`src/rtl/transpose_buffer_ctrl_pkg.sv`:
```
// Shared widths, FSM encoding and column-slice helper for the 9x9 transpose buffer.
// Used by the storage array and the control FSM.
package transpose_pkg;
    localparam int SAMPLE_W = 11;
    localparam int N        = 9;
    localparam int ROW_W    = N * SAMPLE_W;
    localparam int SEL_W    = 2;

    localparam logic [SEL_W-1:0] SEL_LAST = 2'd3;

    typedef enum logic {
        ST_FILL = 1'b0,
        ST_READ = 1'b1
    } state_e;

    // Element idx of a packed row/column sits MSB-first, so element 0 owns the top slice.
    function automatic int col_lsb(input int idx, input int n, input int w);
        return (n - 1 - idx) * w;
    endfunction
endpackage

```
`src/rtl/transpose_buffer_regs.sv`:
```
// NxN sample storage written one row per cycle; columns 2..5 are pure rewiring of the array.
// Write lands on the next edge; no backpressure, the caller gates wr_en.
module transpose_buffer_regs #(
    parameter  int SAMPLE_W = 11,
    parameter  int N        = 9,
    localparam int ROW_W    = N * SAMPLE_W,
    localparam int IDX_W    = $clog2(N)
) (
    input  logic             clk,
    input  logic             rst_n,
    input  logic             wr_en,
    input  logic [IDX_W-1:0] wr_idx,
    input  logic [ROW_W-1:0] wr_row,
    output logic [ROW_W-1:0] col_2,
    output logic [ROW_W-1:0] col_3,
    output logic [ROW_W-1:0] col_4,
    output logic [ROW_W-1:0] col_5
);
    import transpose_pkg::*;

    logic [ROW_W-1:0] mem_q [N];
    logic [ROW_W-1:0] mem_d [N];

    always_comb begin
        for (int r = 0; r < N; r++) begin
            mem_d[r] = mem_q[r];
            if (wr_en && (wr_idx == IDX_W'(r))) begin
                mem_d[r] = wr_row;
            end
        end
    end

    always_ff @(posedge clk or negedge rst_n) begin
        if (!rst_n) begin
            for (int r = 0; r < N; r++) begin
                mem_q[r] <= '0;
            end
        end else begin
            for (int r = 0; r < N; r++) begin
                mem_q[r] <= mem_d[r];
            end
        end
    end

    // Row r of the column bus takes sample k of stored row r.
    always_comb begin
        col_2 = '0;
        col_3 = '0;
        col_4 = '0;
        col_5 = '0;
        for (int r = 0; r < N; r++) begin
            col_2[col_lsb(r, N, SAMPLE_W) +: SAMPLE_W] = mem_q[r][col_lsb(2, N, SAMPLE_W) +: SAMPLE_W];
            col_3[col_lsb(r, N, SAMPLE_W) +: SAMPLE_W] = mem_q[r][col_lsb(3, N, SAMPLE_W) +: SAMPLE_W];
            col_4[col_lsb(r, N, SAMPLE_W) +: SAMPLE_W] = mem_q[r][col_lsb(4, N, SAMPLE_W) +: SAMPLE_W];
            col_5[col_lsb(r, N, SAMPLE_W) +: SAMPLE_W] = mem_q[r][col_lsb(5, N, SAMPLE_W) +: SAMPLE_W];
        end
    end
endmodule

```
`src/rtl/transpose_buffer_ctrl.sv`:
```
// Single-buffered row-in/column-out transpose: FILL 9 rows, then READ columns 2..5 via SELECT.
// READ starts the cycle after row 8; WR_READY low during READ, SELECT holds while RD_READY low.
module transpose_buffer_ctrl #(
    parameter  int SAMPLE_W = 11,
    parameter  int N        = 9,
    localparam int ROW_W    = N * SAMPLE_W
) (
    input  logic             CLK,
    input  logic             RST_N,
    input  logic             WR_VALID,
    output logic             WR_READY,
    input  logic [ROW_W-1:0] WR_ROW,
    output logic             RD_VALID,
    input  logic             RD_READY,
    output logic [ROW_W-1:0] DATA_IN_2,
    output logic [ROW_W-1:0] DATA_IN_3,
    output logic [ROW_W-1:0] DATA_IN_4,
    output logic [ROW_W-1:0] DATA_IN_5,
    output logic [1:0]       SELECT,
    output logic             DONE
);
    import transpose_pkg::*;

    localparam int               IDX_W    = $clog2(N);
    localparam logic [IDX_W-1:0] ROW_LAST = IDX_W'(N - 1);

    state_e           state_q, state_d;
    logic [IDX_W-1:0] row_cnt_q, row_cnt_d;
    logic [SEL_W-1:0] sel_q, sel_d;
    logic             done_q, done_d;
    logic             wr_en;

    assign wr_en = WR_VALID && (state_q == ST_FILL);

    always_comb begin
        state_d   = state_q;
        row_cnt_d = row_cnt_q;
        sel_d     = sel_q;
        done_d    = 1'b0;
        case (state_q)
            ST_FILL: begin
                if (wr_en) begin
                    if (row_cnt_q == ROW_LAST) begin
                        row_cnt_d = '0;
                        sel_d     = '0;
                        state_d   = ST_READ;
                    end else begin
                        row_cnt_d = row_cnt_q + IDX_W'(1);
                    end
                end
            end
            ST_READ: begin
                if (RD_READY) begin
                    if (sel_q == SEL_LAST) begin
                        sel_d   = '0;
                        done_d  = 1'b1;
                        state_d = ST_FILL;
                    end else begin
                        sel_d = sel_q + SEL_W'(1);
                    end
                end
            end
        endcase
    end

    always_ff @(posedge CLK or negedge RST_N) begin
        if (!RST_N) begin
            state_q   <= ST_FILL;
            row_cnt_q <= '0;
            sel_q     <= '0;
            done_q    <= 1'b0;
        end else begin
            state_q   <= state_d;
            row_cnt_q <= row_cnt_d;
            sel_q     <= sel_d;
            done_q    <= done_d;
        end
    end

    assign WR_READY = (state_q == ST_FILL);
    assign RD_VALID = (state_q == ST_READ);
    assign SELECT   = sel_q;
    assign DONE     = done_q;

    transpose_buffer_regs #(
        .SAMPLE_W (SAMPLE_W),
        .N        (N)
    ) u_regs (
        .clk    (CLK),
        .rst_n  (RST_N),
        .wr_en  (wr_en),
        .wr_idx (row_cnt_q),
        .wr_row (WR_ROW),
        .col_2  (DATA_IN_2),
        .col_3  (DATA_IN_3),
        .col_4  (DATA_IN_4),
        .col_5  (DATA_IN_5)
    );
endmodule
```
`config.mk`:
```
export PLATFORM = sky130hd
export DESIGN_NAME = transpose_buffer_ctrl
export DESIGN_NICKNAME = d
export VERILOG_FILES = /design/src/rtl/transpose_buffer_ctrl_pkg.sv /design/src/rtl/transpose_buffer_regs.sv /design/src/rtl/transpose_buffer_ctrl.sv
export SDC_FILE = /design/constraint.sdc
export NUM_CORES = 1
export LEC_CHECK = 0
export ABC_CLOCK_PERIOD_IN_PS = 3050
export CORE_AREA = 10 10 187 189
export CTS_CLUSTER_SIZE = 12
export DETAILED_ROUTE_END_ITERATION = 7
export DIE_AREA = 0 0 197 199
export PLACE_DENSITY_LB_ADDON = 0.05
export SLEW_MARGIN = 10
export SYNTH_ARGS = -nofsm -noshare
export SYNTH_HDL_FRONTEND = slang
export SYNTH_SLANG_ARGS = --single-unit
```
`constraint.sdc`:
```
create_clock -name CLK -period 3.05 [get_ports CLK]
set_input_delay 0.4575 -clock CLK [delete_from_list [all_inputs] [get_ports CLK]]
set_output_delay 0.4575 -clock CLK [all_outputs]
set_load 0.01 [all_outputs]
```
[After elaboration in Yosys (flattened, before gate mapping)]
Cells that the tools add are included.
W data, S select, Z words.
Cells by class
  $add $sub $neg: 2
  equal/unequal tests: 12
  mux-type cells: 14
  bitwise operators: 1
  reduce and logical (&&, ||, !) cells: 13
Operator list (count)
  $eq A4 B3 Y1 const B: 4
  $logic_and A1 B1 Y1: 10
  $eq A4 B2 Y1 const B: 2
  $mux W2: 4
  $mux W1: 7
  $add A4 B1 Y4 const B: 1
  $eq A4 B1 Y1 const B: 1
  $eq A4 B4 Y1 const B: 1
  $logic_not A4 Y1: 1
  $mux W4: 1
  $ne A2 B1 Y1 const B: 2
  $pmux W2 S2: 1
  $reduce_and A3 Y1: 1
  $add A2 B1 Y2 const B: 1
  $eq A2 B2 Y1 const B: 1
  $ne A2 B2 Y1 const B: 1
  $pmux W1 S2: 1
  $reduce_and A2 Y1: 1
  $not A1 Y1: 1
Word-level totals
  flip-flop bits (word level): 701
  output and inout port bits: 401
  word-level logic and storage cells: 55

[Depth between registers and ports, before layout]
  depth after elaboration: 4
  mapped depth: 7

[Cells and area by module]
Synthesis repeated with hierarchy kept, for this count alone.
Second synthesis, totals
  cell total of the unflattened synthesis: 884
  area, all modules: 15108.2 um2
Modules (own cells, without submodules)
  transpose_buffer_regs: times used 1, cells each 845, area an instance 14705.4 um2
  transpose_buffer_ctrl: times used 1, cells each 39, area an instance 402.9 um2

[Worst setup path after synthesis]
No wires, ideal clock.
  path kind: register -> register
  start point: reg row_cnt_q[0]
  end point: reg u_regs.mem_q, in the netlist u_regs.col_2[0]
  setup time: 0.125 ns
  arrival: 1.746 ns
  required time: 2.925 ns
  setup slack: 1.179 ns
  cell stages (with the launch flop): 8
  period minus slack after synthesis: 1.871 ns
  cells stage by stage: dfrtp_1 > inv_1 > ha_1 > nand3b_4 > nor3b_2 > buf_4 > buf_4 > mux2_2
On the way
  longest elaborated chain between the ends: 2
Ends and longest elaborated chain
  start, declared: line transpose_buffer_ctrl.sv:28  | logic [IDX_W-1:0] row_cnt_q, row_cnt_d;
  start signal, assigned: line transpose_buffer_ctrl.sv:74  | row_cnt_q <= row_cnt_d;
  $eq A4 B4 Y1: line transpose_buffer_regs.sv:27  | if (wr_en && (wr_idx == IDX_W'(r))) begin
  $logic_and A1 B1 Y1: line transpose_buffer_regs.sv:27
  end signal, assigned by index: line transpose_buffer_regs.sv:40  | mem_q[r] <= mem_d[r];
  end, declared: line transpose_buffer_regs.sv:21  | logic [ROW_W-1:0] mem_q [N];
No other way between the ends.
A chain may end at the register's enable or synchronous reset.

[Worst setup path in the final report]
  start point: reg row_cnt_q[0]
  end point: reg u_regs.mem_q, in the netlist u_regs.col_5[90]
On the way
  longest elaborated chain between the ends: 2
Ends and longest elaborated chain (line)
  $logic_not A4 Y1: transpose_buffer_regs.sv:27
  $logic_and A1 B1 Y1: transpose_buffer_regs.sv:27
No other way between the ends.

==> flow_summary.json <==
{
  "cp_max_fo": 44,
  "path_clk_slew_ps": 60,
  "skew_ps": 21.9,
  "mostFrequentLayoutCells": "447 x clkdlybuf4s50_1, 404 x dfrtp_1, 322 x mux2_2, 45 x clkbuf_16, 40 x mux2_4",
  "synthMuxAreaShare_pct": 30.0,
  "cts_buffer_depth": 3,
  "synth_simple_gate_area_share_pct": 1.40,
  "synthArstFlopShare_pct": 100,
  "setup-violations-final": 0,
  "ant_nets": 0,
  "hp-class": "reg -> reg",
  "synth_area_per_cell_um2": 17.4,
  "ir_drop_mv": 0.750,
  "synthAdderAreaFrac_pct": 0.407,
  "post-route-drc-count": 0,
  "synth_compound_area_share_pct": 0.260,
  "status": "complete, no violations",
  "p_leak_uw": 0.0101,
  "grt_max_degree": 80,
  "area_growth_pct": 42.2,
  "critPathMaxStageDelay_ps": 750,
  "antenna_found_initial": 1,
  "cts_root_buffer": "clkbuf_16",
  "synth_seq_cells": 404,
  "grt_pass1_vias": 10100,
  "synth_cell_types": 27,
  "startpoint": "row_cnt_q[0]",
  "drt_pass1_iterations": 4,
  "grt_usage_pct": 22.8,
  "die_area_um2": 39200,
  "avgViaCountPerCell": 5.13,
  "cap_violations": 0,
  "routed_wirelength_mm": 45.3,
  "grt_overflow": 0,
  "drv_slew": 0,
  "fmax_ghz": 0.440,
  "grt_pass1_wl_mm": 67.6,
  "setup_tns_ps": 0,
  "vias": 9250,
  "synth_xor_area_share_pct": 0.0569,
  "relSlewSlack_pct": 34.0,
  "worstSetupStartpointType": "register",
  "r2r_slack_ps": 780,
  "cts_buffers": 44,
  "dp_hpwl_mm": 32.2,
  "wl_per_cell_um": 25.1,
  "gp_congestion": 0.807,
  "rsz0062_at_grt": "no",
  "start_util_pct": 49.3,
  "postCtsSetupBuffers": 0,
  "synth_edf_count": 0,
  "worstSetupEndpointType": "register",
  "first_iter_violations": 316,
  "path_cells": "inv_1 > ha_1 > nand3b_4 > or3_4 > mux2_2",
  "crit_arrival_ps": 2700,
  "tightest_slew_ps": 990,
  "r2r_end": "u_regs.col_5[90]",
  "clkLatencyLatePin_ps": 540,
  "htree_num_levels": 2,
  "fp.coreArea_um2": 31200,
  "synthCells": 886,
  "tritoncts": "yes",
  "critPathKind": "reg -> reg",
  "core.rowCount": 65,
  "post-place-ws_ps": 494,
  "synth_nets": 994,
  "layout_commonest_cell": "clkdlybuf4s50_1",
  "cp_top_family": "simple AND/OR/NAND/NOR gates",
  "required_ps": 3470,
  "cp_slowest_cell": "or3_4",
  "synth_area_um2": 15400,
  "yosysWarningCount": 0,
  "powerDensity_nw_per_um2": 1110,
  "fin_ws_ps": 777,
  "drive_gt1_share_pct": 33.9,
  "fin_util_pct": 70.1,
  "synth.yosys.seq_area_share_pct": 65.7,
  "finalCritPeriodShare_pct": 74.5,
  "synth_top_family_by_area": "multiplexers",
  "nNetsFinal": 1475,
  "portBuffers": 448,
  "cts_sinks": 404,
  "period_needed_ps": 2270,
  "ys.flop_type": "dfrtp_1",
  "endpoint": "u_regs.col_5[90]",
  "fillers": 2180,
  "dieWidth_um": 197,
  "die_h_um": 199,
  "r2r-start": "row_cnt_q[0]",
  "r2r_cells": 5,
  "io_pins": 504,
  "final_hold_viol_count": 0,
  "crit_cells": 5,
  "path_buf_inv": 1
}
==> cells in the mapped netlist (all sizes together) (2+ instances only) <==
cell type    n  area, µm²
inv          3       11.3
buf         41        325
nand3        4       20.0
nand3b       3       35.0
o21ai        5       25.0
nor3b        2       31.3
mux2       396       4610
nor2         3       11.3
ha           5       62.6
dfrtp      404      10100
nand2       11       56.3
==> per-stage QoR <==
step / cell area (µm²) / total power, µW / cells / hold WS [ps]
global route: 21900 / 25600 / 1802 / 503
detailed placement: 20400 / 19200 / 1722 / 480
CTS: 21900 / 24700 / 1801 / 492
finish: 21900 / 24400 / 1802 / 487
global placement: 20400 / 19000 / 1722 / 469
floorplan: 15400 / 12900 / 886 / 162
==> cells by family (layout without fill, tap and decap cells) <==
logic type / count (synthesis) / count (layout)
DFF: 404 / 404
muxes: 396 / 396
buffers and inverters: 44 / 557
and+or+nand+nor: 29 / 29
AOI/OAI and AO/OA: 7 / 7
adders and majority gates: 5 / 5
xor gates and xnor gates: 1 / 1
other: 0 / 1
==> flip-flops by register name, summed over array words and instances, names as in the netlist <==
| signal | flops |
|---|---|
| u_regs.col_3 | 99 |
| RD_VALID | 1 |
| DONE | 1 |
| u_regs.col_5 | 99 |
| row_cnt_q | 4 |
| u_regs.col_2 | 99 |
| SELECT | 2 |
| u_regs.col_4 | 99 |
==> report_power, final <==
part	total (µW)	switching [µW]	internal [µW]
logic	10000	3950	6050
clock network	5360	2080	3280
registers	9000	1280	7720
total	24400	7310	17000
==> area by class of cell <==
class                   instances  area (µm²)  area share [%]
flip-flops and latches        404       10100            46.2
multi-input cells             438        4950            22.6
repair buffers                476        4810            22.0
clock buffers                  69        1390            6.34
well taps                     402         503            2.30
clock inverters                 9         103           0.469
inverters                       3        11.3          0.0515
diodes                          1        2.50          0.0114
==> how the worst min path moves through the flow <==
stage	endpoint	slack (ps)	depth (start not counted)	from
finish	u_regs.col_4[43]	490	1	u_regs.col_4[43]
global route	u_regs.col_4[40]	500	1	u_regs.col_4[40]
CTS	u_regs.col_4[43]	490	1	u_regs.col_4[43]
detailed placement	u_regs.col_4[43]	480	1	u_regs.col_4[43]
global placement	u_regs.col_5[53]	470	1	u_regs.col_5[53]
floorplan	DONE	160	0	RST_N
==> per-layer routing <==
metal / GRT usage (%) / part of all wire [%] / vias to the layer above
met5: 0 / 0 / -
met3: 10.3 / 10 / 50
li1: - / - / 4095
met4: 6.07 / 2.1 / 0
met1: 26.8 / 39 / 4795
met2: 37.3 / 48 / 310
==> timing repair <==
item | 4_1_cts | 5_1_grt
gates resized for setup | 0 | 0
endpoints found under the hold margin | 68 | 0
hold buffers | 1 | 0
Power figures use the tool's default switching activity.
